### src/rtl/toaplan2_cen_sched_if.sv
// Register/enable bundle for the Toaplan2 clock-enable scheduler.
//   WR     host -> sched  one-cycle register write strobe
//   ADDR   host -> sched  [2:1] channel, [0] 0 = numerator N, 1 = denominator M
//   DIN    host -> sched  write data; N takes [7:0], M takes [15:0]
//   PAUSE  host -> sched  freezes every channel while high
//   CEN    sched -> host  per-channel enable pulse, one cycle wide
//   CENB   sched -> host  per-channel mid-period pulse
//   PEND   sched -> host  per-channel shadow-update-pending flag
interface toaplan2_cen_sched_if;
  logic        WR;
  logic [2:0]  ADDR;
  logic [15:0] DIN;
  logic        PAUSE;
  logic [3:0]  CEN;
  logic [3:0]  CENB;
  logic [3:0]  PEND;

  modport master (
    output WR, ADDR, DIN, PAUSE,
    input  CEN, CENB, PEND
  );

  modport slave (
    input  WR, ADDR, DIN, PAUSE,
    output CEN, CENB, PEND
  );
endinterface

### src/rtl/toaplan2_cen_sched.sv
// Runtime-programmable fractional clock-enable scheduler. Four independent channels each
// emit n pulses every m cycles of CLK96 (spacing floor/ceil of m/n) on CEN, plus a
// mid-period pulse on CENB. Rates are written into shadow registers and copied into the
// active set only on a period boundary, so reprogramming never shortens or splits a period.
// PAUSE holds every accumulator so counting resumes without phase loss.
//   CLK96      system clock (96 MHz), the only clock
//   RESET96_N  asynchronous active-low reset
//   bus        register port in, CEN/CENB/PEND out (all outputs registered)
module toaplan2_cen_sched #(
  parameter int unsigned N0 = 1,
  parameter int unsigned M0 = 24,
  parameter int unsigned N1 = 1,
  parameter int unsigned M1 = 48,
  parameter int unsigned N2 = 9,
  parameter int unsigned M2 = 128,
  parameter int unsigned N3 = 1,
  parameter int unsigned M3 = 96
) (
  input logic                 CLK96,
  input logic                 RESET96_N,
  toaplan2_cen_sched_if.slave bus
);

  localparam int unsigned NumCh = 4;
  localparam int unsigned NRst [NumCh] = '{N0, N1, N2, N3};
  localparam int unsigned MRst [NumCh] = '{M0, M1, M2, M3};

  for (genvar g = 0; g < NumCh; g++) begin : g_ch
    localparam logic [7:0]  NInit = 8'(NRst[g]);
    localparam logic [15:0] MInit = 16'(MRst[g]);
    localparam logic [1:0]  ChId  = 2'(g);

    logic [7:0]  n_q, n_d, sn_q, sn_d;
    logic [15:0] m_q, m_d, sm_q, sm_d;
    logic [16:0] acc_q, acc_d;
    logic        cen_q, cen_d, cenb_q, cenb_d, pend_q, pend_d;

    logic [16:0] sum, m_ext, half_ext, residue;
    logic        stopped, shadow_stopped, wr_hit, apply;

    // acc < m <= 65535 and n <= 255, so the 17-bit sum cannot wrap.
    assign sum      = acc_q + {9'd0, n_q};
    assign m_ext    = {1'b0, m_q};
    assign half_ext = {2'b00, m_q[15:1]};
    assign residue  = sum - m_ext;

    assign stopped        = (n_q == 8'd0) || (m_q == 16'd0) || ({8'd0, n_q} > m_q);
    assign shadow_stopped = (sn_q == 8'd0) || (sm_q == 16'd0) || ({8'd0, sn_q} > sm_q);
    assign wr_hit         = bus.WR && (bus.ADDR[2:1] == ChId);

    always_comb begin
      n_d    = n_q;
      m_d    = m_q;
      sn_d   = sn_q;
      sm_d   = sm_q;
      acc_d  = acc_q;
      pend_d = pend_q;
      cen_d  = 1'b0;
      cenb_d = 1'b0;
      apply  = 1'b0;

      if (!bus.PAUSE) begin
        if (stopped) begin
          // A stopped channel has no boundary to wait for, so a pending rate starts it.
          acc_d = '0;
          apply = pend_q;
        end else begin
          cenb_d = (acc_q < half_ext) && (sum >= half_ext) && (sum < m_ext);
          if (sum >= m_ext) begin
            cen_d = 1'b1;
            acc_d = residue;
            apply = pend_q;
          end else begin
            acc_d = sum;
          end
        end
      end

      // Apply takes the pre-edge shadow; the residue from the old m carries over unless it
      // would already exceed the new period or the new rate stops the channel.
      if (apply) begin
        n_d    = sn_q;
        m_d    = sm_q;
        pend_d = 1'b0;
        if (shadow_stopped || (acc_d >= {1'b0, sm_q})) begin
          acc_d = '0;
        end
      end

      // A write on the apply edge lands after the copy, so it stays pending.
      if (wr_hit) begin
        if (bus.ADDR[0]) begin
          sm_d = bus.DIN;
        end else begin
          sn_d = bus.DIN[7:0];
        end
        pend_d = 1'b1;
      end
    end

    always_ff @(posedge CLK96 or negedge RESET96_N) begin
      if (!RESET96_N) begin
        n_q    <= NInit;
        m_q    <= MInit;
        sn_q   <= NInit;
        sm_q   <= MInit;
        acc_q  <= '0;
        cen_q  <= 1'b0;
        cenb_q <= 1'b0;
        pend_q <= 1'b0;
      end else begin
        n_q    <= n_d;
        m_q    <= m_d;
        sn_q   <= sn_d;
        sm_q   <= sm_d;
        acc_q  <= acc_d;
        cen_q  <= cen_d;
        cenb_q <= cenb_d;
        pend_q <= pend_d;
      end
    end

    assign bus.CEN[g]  = cen_q;
    assign bus.CENB[g] = cenb_q;
    assign bus.PEND[g] = pend_q;
  end

endmodule

### src/flat_wrapper.sv
// flat-port wrapper written by rule: the top's interface ports become plain ports
module toaplan2_cen_sched_flat 
#(
  parameter int unsigned N0 = 1,
  parameter int unsigned M0 = 24,
  parameter int unsigned N1 = 1,
  parameter int unsigned M1 = 48,
  parameter int unsigned N2 = 9,
  parameter int unsigned M2 = 128,
  parameter int unsigned N3 = 1,
  parameter int unsigned M3 = 96
)
  (CLK96, RESET96_N, bus_WR, bus_ADDR, bus_DIN, bus_PAUSE, bus_CEN, bus_CENB, bus_PEND);
  toaplan2_cen_sched_if bus_i ();
  input logic CLK96;
  input logic RESET96_N;
  input wire logic [$bits(bus_i.WR)-1:0] bus_WR;
  input wire logic [$bits(bus_i.ADDR)-1:0] bus_ADDR;
  input wire logic [$bits(bus_i.DIN)-1:0] bus_DIN;
  input wire logic [$bits(bus_i.PAUSE)-1:0] bus_PAUSE;
  output wire logic [$bits(bus_i.CEN)-1:0] bus_CEN;
  output wire logic [$bits(bus_i.CENB)-1:0] bus_CENB;
  output wire logic [$bits(bus_i.PEND)-1:0] bus_PEND;
  assign bus_i.WR = bus_WR;
  assign bus_i.ADDR = bus_ADDR;
  assign bus_i.DIN = bus_DIN;
  assign bus_i.PAUSE = bus_PAUSE;
  assign bus_CEN = bus_i.CEN;
  assign bus_CENB = bus_i.CENB;
  assign bus_PEND = bus_i.PEND;
  toaplan2_cen_sched #(.N0(N0), .M0(M0), .N1(N1), .M1(M1), .N2(N2), .M2(M2), .N3(N3), .M3(M3)) u_core (.CLK96(CLK96), .RESET96_N(RESET96_N), .bus(bus_i));
endmodule
### config.mk
export PLATFORM = sky130hd
export DESIGN_NAME = toaplan2_cen_sched_flat
export DESIGN_NICKNAME = d
export VERILOG_FILES = /design/src/rtl/toaplan2_cen_sched_if.sv /design/src/rtl/toaplan2_cen_sched.sv /design/src/flat_wrapper.sv
export SDC_FILE = /design/constraint.sdc
export NUM_CORES = 1
export LEC_CHECK = 0
export ABC_AREA = 0
export ABC_CLOCK_PERIOD_IN_PS = 14400
export BUFFER_PORTS_ARGS = -buffer_cell sky130_fd_sc_hd__buf_2
export CORE_MARGIN = 10
export CORE_UTILIZATION = 35
export CTS_CLUSTER_SIZE = 40
export DETAILED_ROUTE_END_ITERATION = 8
export PLACE_DENSITY = 0.55
export SLEW_MARGIN = 10
export SYNTH_ARGS = -nofsm -noshare
export SYNTH_HDL_FRONTEND = slang
export SYNTH_SLANG_ARGS = --single-unit
### constraint.sdc
create_clock -name CLK96 -period 14.4 [get_ports CLK96]
set_input_delay 1.44 -clock CLK96 [delete_from_list [all_inputs] [get_ports CLK96]]
set_output_delay 1.44 -clock CLK96 [all_outputs]
set_load 0.02 [all_outputs]
Word-level counts from Yosys, hierarchy flattened --
Index checks and enable logic that the tools add are counted. W data, S select, Z words.
Storage, ports and cells: memory bits (writable) 0, memories kept 0, memory bits (read-only) 0, latch bits 0, output and inout port bits 12, input bits 23, logic and storage cells 193, register bits 272
Cells by class: eq/ne operators 3, div/mod/pow operators 0, $mul 0, magnitude comparators 28, add/sub/neg operators 8, mux-type cells 60, bitwise operators 1, reductions and logical operators 61, shift-type cells 0
Operators by type and width (number):
- $mux W17 | 20
- $ge A17 B16 Y1 | 8
- $gt A8 B16 Y1 | 8
- $logic_not A16 Y1 | 8
- $add A17 B8 Y17 | 4
- $ge A17 B15 Y1 | 4
- $lt A17 B15 Y1 | 4
- $lt A17 B16 Y1 | 4
- $sub A17 B16 Y17 | 4
- $logic_not A8 Y1 | 8
- $mux W1 | 40
- $logic_or A1 B1 Y1 | 20
- $reduce_and A2 Y1 | 8
- $logic_and A1 B1 Y1 | 12
- $reduce_bool A2 Y1 | 4
- $eq A2 B2 Y1 const B | 2
- $eq A2 B1 Y1 const B | 1
- $logic_not A2 Y1 | 1
- $not A1 Y1 | 1

Logic depth before layout (Yosys ltp) --
depth in word-level cells 9, mapped depth 31, depth with buffers taken out 29

Least setup slack after synthesis --
No wires, ideal clock.
path kind register -> register, start point register u_core.g_ch[2].n_q[0], end point register u_core.g_ch[2].acc_q[10], setup time 0.122 ns, setup slack 8.314 ns, period minus slack after synthesis 6.086 ns, cell stages (with the launch flop) 30, path buffers 2, arrival time 5.964 ns, data required time 14.278 ns, path through dfstp_2 -> ha_1 -> inv_1 -> fa_1 -> nor2b_1 -> o31a_1 -> o21ai_0 -> nor2_1 -> and3_1 -> xor2_1 -> ha_1 -> a21o_1 -> a31oi_1 -> nand3_1 -> o211ai_1 -> nand4b_1 -> buf_2 -> mux2_2 -> a22oi_1 -> inv_1 -> ha_1 -> a41oi_1 -> a21boi_0 -> o21a_1 -> o2111ai_1 -> a211oi_1 -> o221ai_1 -> a31oi_1 -> buf_2 -> nor2b_1
Between the ends: longest elaborated chain between the ends 9, elaborated cells on any way between the ends 17, those cells by class add/sub (2); order compare (3); mux (8); reduce/logical (4)
Ends and longest elaborated chain:
- start, declared | RTL line toaplan2_cen_sched.sv:33 | logic [7:0] n_q, n_d, sn_q, sn_d;
- start signal, assigned | RTL line toaplan2_cen_sched.sv:103 | n_q <= NInit;
- start signal, assigned | RTL line toaplan2_cen_sched.sv:112 | n_q <= n_d;
- $add A17 B8 Y17 / $logic_not A8 Y1 (equally long branches) | RTL line toaplan2_cen_sched.sv:42, toaplan2_cen_sched.sv:47
- $sub A17 B16 Y17, or another cell as far along | RTL line toaplan2_cen_sched.sv:45 | assign residue = sum - m_ext;
- $mux W17 / $logic_or A1 B1 Y1 (equally long branches) | RTL line toaplan2_cen_sched.sv:69, toaplan2_cen_sched.sv:47
- $mux W17 | RTL line toaplan2_cen_sched.sv:63 | if (stopped) begin
- $mux W17 | RTL line toaplan2_cen_sched.sv:62 | if (!bus.PAUSE) begin
- $ge A17 B16 Y1 | RTL line toaplan2_cen_sched.sv:85 | if (shadow_stopped || (acc_d >= {1'b0, sm_q})) begin
- $logic_or A1 B1 Y1 | RTL line toaplan2_cen_sched.sv:85
- $mux W17 | RTL line toaplan2_cen_sched.sv:85
- $mux W17 (*) | RTL line toaplan2_cen_sched.sv:81 | if (apply) begin
- via u_core.g_ch[2].acc_d[10] | RTL line toaplan2_cen_sched.sv:35 | logic [16:0] acc_q, acc_d;
- end signal, assigned | RTL line toaplan2_cen_sched.sv:107 | acc_q <= '0;
- end signal, assigned | RTL line toaplan2_cen_sched.sv:116 | acc_q <= acc_d;
- end, declared | RTL line toaplan2_cen_sched.sv:35
The timed path passes the listed nets; every way through them passes the cells marked *. A chain may end at the register's enable or synchronous reset.

Final worst setup path --
start point register u_core.g_ch[1].n_q[0], end point register u_core.g_ch[1].acc_q[7]
Between the ends: longest elaborated chain between the ends 9, elaborated cells on any way between the ends 17, those cells by class add/sub (2); order compare (3); mux (8); reduce/logical (4)
Ends and longest elaborated chain (RTL line):
- start, declared | toaplan2_cen_sched.sv:33
- start signal, assigned | toaplan2_cen_sched.sv:103
- start signal, assigned | toaplan2_cen_sched.sv:112
- $add A17 B8 Y17 / $logic_not A8 Y1 (equally long branches) | toaplan2_cen_sched.sv:42, toaplan2_cen_sched.sv:47
- $sub A17 B16 Y17, or another cell as far along | toaplan2_cen_sched.sv:45
- $mux W17 / $logic_or A1 B1 Y1 (equally long branches) | toaplan2_cen_sched.sv:69, toaplan2_cen_sched.sv:47
- $mux W17 | toaplan2_cen_sched.sv:63
- $mux W17 | toaplan2_cen_sched.sv:62
- $ge A17 B16 Y1 | toaplan2_cen_sched.sv:85
- $logic_or A1 B1 Y1 | toaplan2_cen_sched.sv:85
- $mux W17 | toaplan2_cen_sched.sv:85
- $mux W17 (*) | toaplan2_cen_sched.sv:81
- via u_core.g_ch[1].acc_d[7] | toaplan2_cen_sched.sv:35
- end signal, assigned | toaplan2_cen_sched.sv:107
- end signal, assigned | toaplan2_cen_sched.sv:116
- end, declared | toaplan2_cen_sched.sv:35
Marks and branches as above.

==> run summary <==
======================================================================================================
Run status .............................................................................. finished clean
Number of buffers inserted for hold repair after clock tree synthesis ...................            0
Setup tns final .........................................................................         0 ns
Overall global routing resource usage ...................................................        16.7%
Sequential area share after synthesis ...................................................        30.5%
Fraction of the cycle the final worst path needs ........................................        48.1%
Post-CTS Setup Inserts ..................................................................            0
Count leader, synth ..................................................................... sky130_fd_sc_hd__ha_1
Worst-case clock buffer depth ...........................................................            3
Sort of element at the start of the critical path .......................................    flip-flop
Yosys top cell area share ...............................................................        27.7%
Top Ports ...............................................................................           35
Die boundary height .....................................................................       273 um
Placer's final routability congestion estimate ..........................................        0.892
Post-synthesis share of cell area spent on xor and xnor gates ...........................        3.95%
Fill cells ..............................................................................         6289
Pre-CTS setup slack .....................................................................      7.45 ns
Root buffer cell ........................................................................ sky130_fd_sc_hd__clkbuf_16
Starting density of the core ............................................................        35.4%
Post-detailed-placement half-perimeter wirelength .......................................      49.3 mm
Remaining DRCs ..........................................................................            0
Overall via count from detail_route .....................................................        18000
Number of nets with antenna violations after routing ....................................            0
Reg-to-reg setup timing slack ...........................................................      7.48 ns
CORE AREA ...............................................................................    63200 um2
Largest cells by area after synthesis ................................................... sky130_fd_sc_hd__dfrtp_1 (28%), sky130_fd_sc_hd__ha_1 (19%), sky130_fd_sc_hd__mux2_2 (6.0%), sky130_fd_sc_hd__o21ai_0 (4.3%), sky130_fd_sc_hd__nand2_1 (3.5%)
Critical-path maximum fanout ............................................................           31
Uppermost routed layer ..................................................................         met5
WL per Instance .........................................................................      19.0 um
Final nets ..............................................................................         2820
Flip-flop and latch count after synthesis ...............................................          272
Final worst clock skew ..................................................................    0.0219 ns
Reg2Reg Depth ...........................................................................           25
Number of global-route vias before repair ...............................................        18300
Proportion of layout cells with a drive suffix above 1 ..................................        11.7%
Worst-Margin Slew .......................................................................      1.10 ns
Met2 layer wire length in the routed design .............................................      28.2 mm
Highest attainable clock frequency ......................................................      144 MHz
Post-route worst setup slack ............................................................      7.48 ns
Number of antenna violations at the first check in global routing .......................            4
Clock latency on the worst-skew pair ....................................................      0.54 ns
Share of synthesized cell area in full adder, half adder and majority cells .............        19.7%
Relative slew margins ...................................................................        26.7%
Synth Area in Compound Gates ............................................................        18.2%
Final std cells w/o fill ................................................................         3322
# clock sinks ...........................................................................          272
Synth unique cells ......................................................................           86
Area enclosed by the die boundary .......................................................    74500 um2
Clock transition at the register clock pins on the worst setup and hold paths after CTS .      0.06 ns
Number of hold violations in the final report ...........................................            0
Async set or reset register ratio after synthesis .......................................         100%
Number of enable flip-flop cells after synthesis ........................................            0
Count of placed standard cells including taps ...........................................         3258
Largest family of logic cells by synthesized area .......................................  adder cells
Pin count of the biggest net entering global routing ....................................          118
Footprint of the flip-flops and latches .................................................     6840 um2
Capturing element type of the critical path .............................................    flip-flop
Number of gates resized after cts .......................................................            0
Count of H-tree levels built during CTS .................................................            2
Pins over their slew limit ..............................................................            0
Top cell types by occurrence after synthesis ............................................ sky130_fd_sc_hd__ha_1 (340), sky130_fd_sc_hd__dfrtp_1 (248), sky130_fd_sc_hd__nand2_1 (208)
Met3 routed wirelength ..................................................................      2.50 mm
Footprint of the multi-input gates ......................................................    14500 um2
Cell area after synthesis ...............................................................    22400 um2
Warnings, synthesis .....................................................................            0
Main flop type after synthesis .......................................................... sky130_fd_sc_hd__dfrtp_1
Input/output buffers ....................................................................           34
Worst hold path stage count .............................................................            2
Endpoint of the worst register-to-register path ......................................... u_core.g_ch[1].acc_q[7]
Setup violators final ...................................................................            0
Global route total overflow .............................................................            0
Critical Setup Path Class ............................................................... flip-flop to flip-flop
Post-Syn Area per Cell ..................................................................     9.20 um2
Number of CTS-inserted buffers ..........................................................           35
Worst Hold Endpoint ..................................................................... u_core.g_ch[0].m_q[4]
Critical Path AT ........................................................................      7.38 ns
Beginning of the worst hold path ........................................................ u_core.g_ch[0].m_q[4]
Number of standard cells after synthesis ................................................         2433
Worst hold-check path type .............................................................. flip-flop to flip-flop
Horizontal die dimension ................................................................       273 um
Metal-1 WL ..............................................................................      31.3 mm
Unrepaired setup endpoints after global routing .........................................           no
Max Cap Viol ............................................................................            0
Share of synthesized area spent on multiplexers .........................................        7.51%
Drt first pass iters ....................................................................            5
Drt first-iter violations ...............................................................         1310
Synthesized-area fraction occupied by and/or/nand/nor cells .............................        15.4%
Row cnt .................................................................................           92
Largest area contributor in the synthesized netlist ..................................... sky130_fd_sc_hd__dfrtp_1
First-pass GRT wire length ..............................................................       101 mm
Area growth from synthesis to layout ....................................................        10.2%
Worst path required time ................................................................     14.86 ns
Post-Synthesis Net Count ................................................................         2804
Clock tree from TritonCTS ...............................................................          yes
Hold_ws .................................................................................     0.491 ns
Post-Route WL ...........................................................................      63.0 mm
Via/cell ratio ..........................................................................         5.43
Launch point of the worst reg-to-reg path ............................................... u_core.g_ch[1].n_q[0]
Min Tclk post-route .....................................................................      6.92 ns
======================================================================================================
[per-layer routing]
metal / GRT usage [%] / up-vias
met1: 23.7 / 8725
met4: 3.33 / 4
met2: 26.7 / 358
li1: - / 8890
met5: 0 / -
met3: 2.27 / 68
[flip-flops by register name, indices dropped and copies added, names as in the netlist]
name / cells
u_core.g_ch.cen_q: 4
u_core.g_ch.pend_q: 4
u_core.g_ch.sn_q: 32
u_core.g_ch.cenb_q: 4
u_core.g_ch.n_q: 32
u_core.g_ch.m_q: 64
u_core.g_ch.sm_q: 64
u_core.g_ch.acc_q: 68
[logic make-up after synthesis]
group | count (synthesis)
DFF | 272
and+or+nand+nor | 678
AOI/OAI and AO/OA | 630
muxes | 149
xor gates and xnor gates | 100
buffers and inverters | 256
adders and majority gates | 348
[area by class of cell]
type / count / area share [%]
Inverter: 187 / 2.85
Clock buffer: 50 / 4.32
Antenna cell: 1 / 0.0101
Sequential cell: 272 / 27.7
Multi-Input combinational cell: 1905 / 58.8
Tap cell: 846 / 4.29
Clock inverter: 13 / 0.802
Timing Repair Buffer: 48 / 1.17
[cells in the final DEF, fill, tap and decap left out, types with 24 or more instances in the layout]
| master | synthesis | routed |
|---|---|---|
| sky130_fd_sc_hd__dfrtp_1 | 248 | 248 |
| sky130_fd_sc_hd__nand3_1 | 39 | 39 |
| sky130_fd_sc_hd__a21o_1 | 72 | 72 |
| sky130_fd_sc_hd__dfstp_2 | 24 | 24 |
| sky130_fd_sc_hd__mux2_2 | 119 | 119 |
| sky130_fd_sc_hd__clkbuf_16 | 0 | 37 |
| sky130_fd_sc_hd__nor3_1 | 30 | 30 |
| sky130_fd_sc_hd__nand2b_1 | 36 | 36 |
| sky130_fd_sc_hd__nand2_1 | 208 | 208 |
| sky130_fd_sc_hd__o21a_1 | 36 | 36 |
| sky130_fd_sc_hd__a211oi_1 | 24 | 24 |
| sky130_fd_sc_hd__inv_1 | 187 | 187 |
| sky130_fd_sc_hd__nor2b_1 | 76 | 76 |
| sky130_fd_sc_hd__ha_1 | 340 | 340 |
| sky130_fd_sc_hd__xor2_1 | 35 | 35 |
| sky130_fd_sc_hd__buf_2 | 8 | 32 |
| sky130_fd_sc_hd__nor2_1 | 109 | 109 |
| sky130_fd_sc_hd__xnor2_1 | 64 | 64 |
| sky130_fd_sc_hd__nand4_1 | 43 | 43 |
| sky130_fd_sc_hd__a21oi_1 | 127 | 127 |
| sky130_fd_sc_hd__o21ai_0 | 193 | 193 |
| sky130_fd_sc_hd__nor4_1 | 55 | 55 |
[per-stage QoR]
stage / util (%) / instance area, um2
after global routing: 39.0 / 24700
after detailed placement: 37.0 / 23400
after global placement: 37.0 / 23400
after floorplan: - / 22400
final: 39.0 / 24700
after CTS: 39.0 / 24700
[worst max-delay path: stages, from the launching register on]
cell and delay, ns:
sky130_fd_sc_hd__dfstp_2 0.57, sky130_fd_sc_hd__ha_1 0.17, sky130_fd_sc_hd__inv_1 0.05, sky130_fd_sc_hd__fa_1 0.40, sky130_fd_sc_hd__nor2b_1 0.16, sky130_fd_sc_hd__o31a_1 0.25, sky130_fd_sc_hd__o21a_1 0.28, sky130_fd_sc_hd__and3_1 0.20
sky130_fd_sc_hd__xor2_1 0.27, sky130_fd_sc_hd__ha_1 0.29, sky130_fd_sc_hd__nand4_1 0.25, sky130_fd_sc_hd__nor4_1 0.43, sky130_fd_sc_hd__a211oi_1 0.09, sky130_fd_sc_hd__o21ai_0 0.38, sky130_fd_sc_hd__nor3_4 0.04, sky130_fd_sc_hd__buf_4 0.25
sky130_fd_sc_hd__o21ai_0 0.35, sky130_fd_sc_hd__a22o_1 0.23, sky130_fd_sc_hd__ha_1 0.26, sky130_fd_sc_hd__a21o_1 0.17, sky130_fd_sc_hd__a221oi_1 0.27, sky130_fd_sc_hd__o21ai_0 0.15, sky130_fd_sc_hd__a31oi_1 0.23, sky130_fd_sc_hd__nor3_1 0.08
sky130_fd_sc_hd__o31ai_2 0.78, sky130_fd_sc_hd__and2_1 0.23
[how the worst max path moves through the flow]
| stage | startpoint | endpoint | depth (start not counted) |
|---|---|---|---|
| finish | u_core.g_ch[1].n_q[0] | u_core.g_ch[1].acc_q[7] | 25 |
| CTS | u_core.g_ch[0].acc_q[0] | u_core.g_ch[0].acc_q[0] | 26 |
| floorplan | u_core.g_ch[2].n_q[0] | u_core.g_ch[2].acc_q[10] | 29 |
| detailed placement | u_core.g_ch[0].acc_q[0] | u_core.g_ch[0].acc_q[0] | 28 |
| global route | u_core.g_ch[1].n_q[0] | u_core.g_ch[1].acc_q[0] | 26 |
| global placement | u_core.g_ch[2].n_q[0] | u_core.g_ch[2].acc_q[9] | 29 |
Power is not shown: default switching activity piles up to over one toggle a cycle in this logic, so the estimate is an artifact.
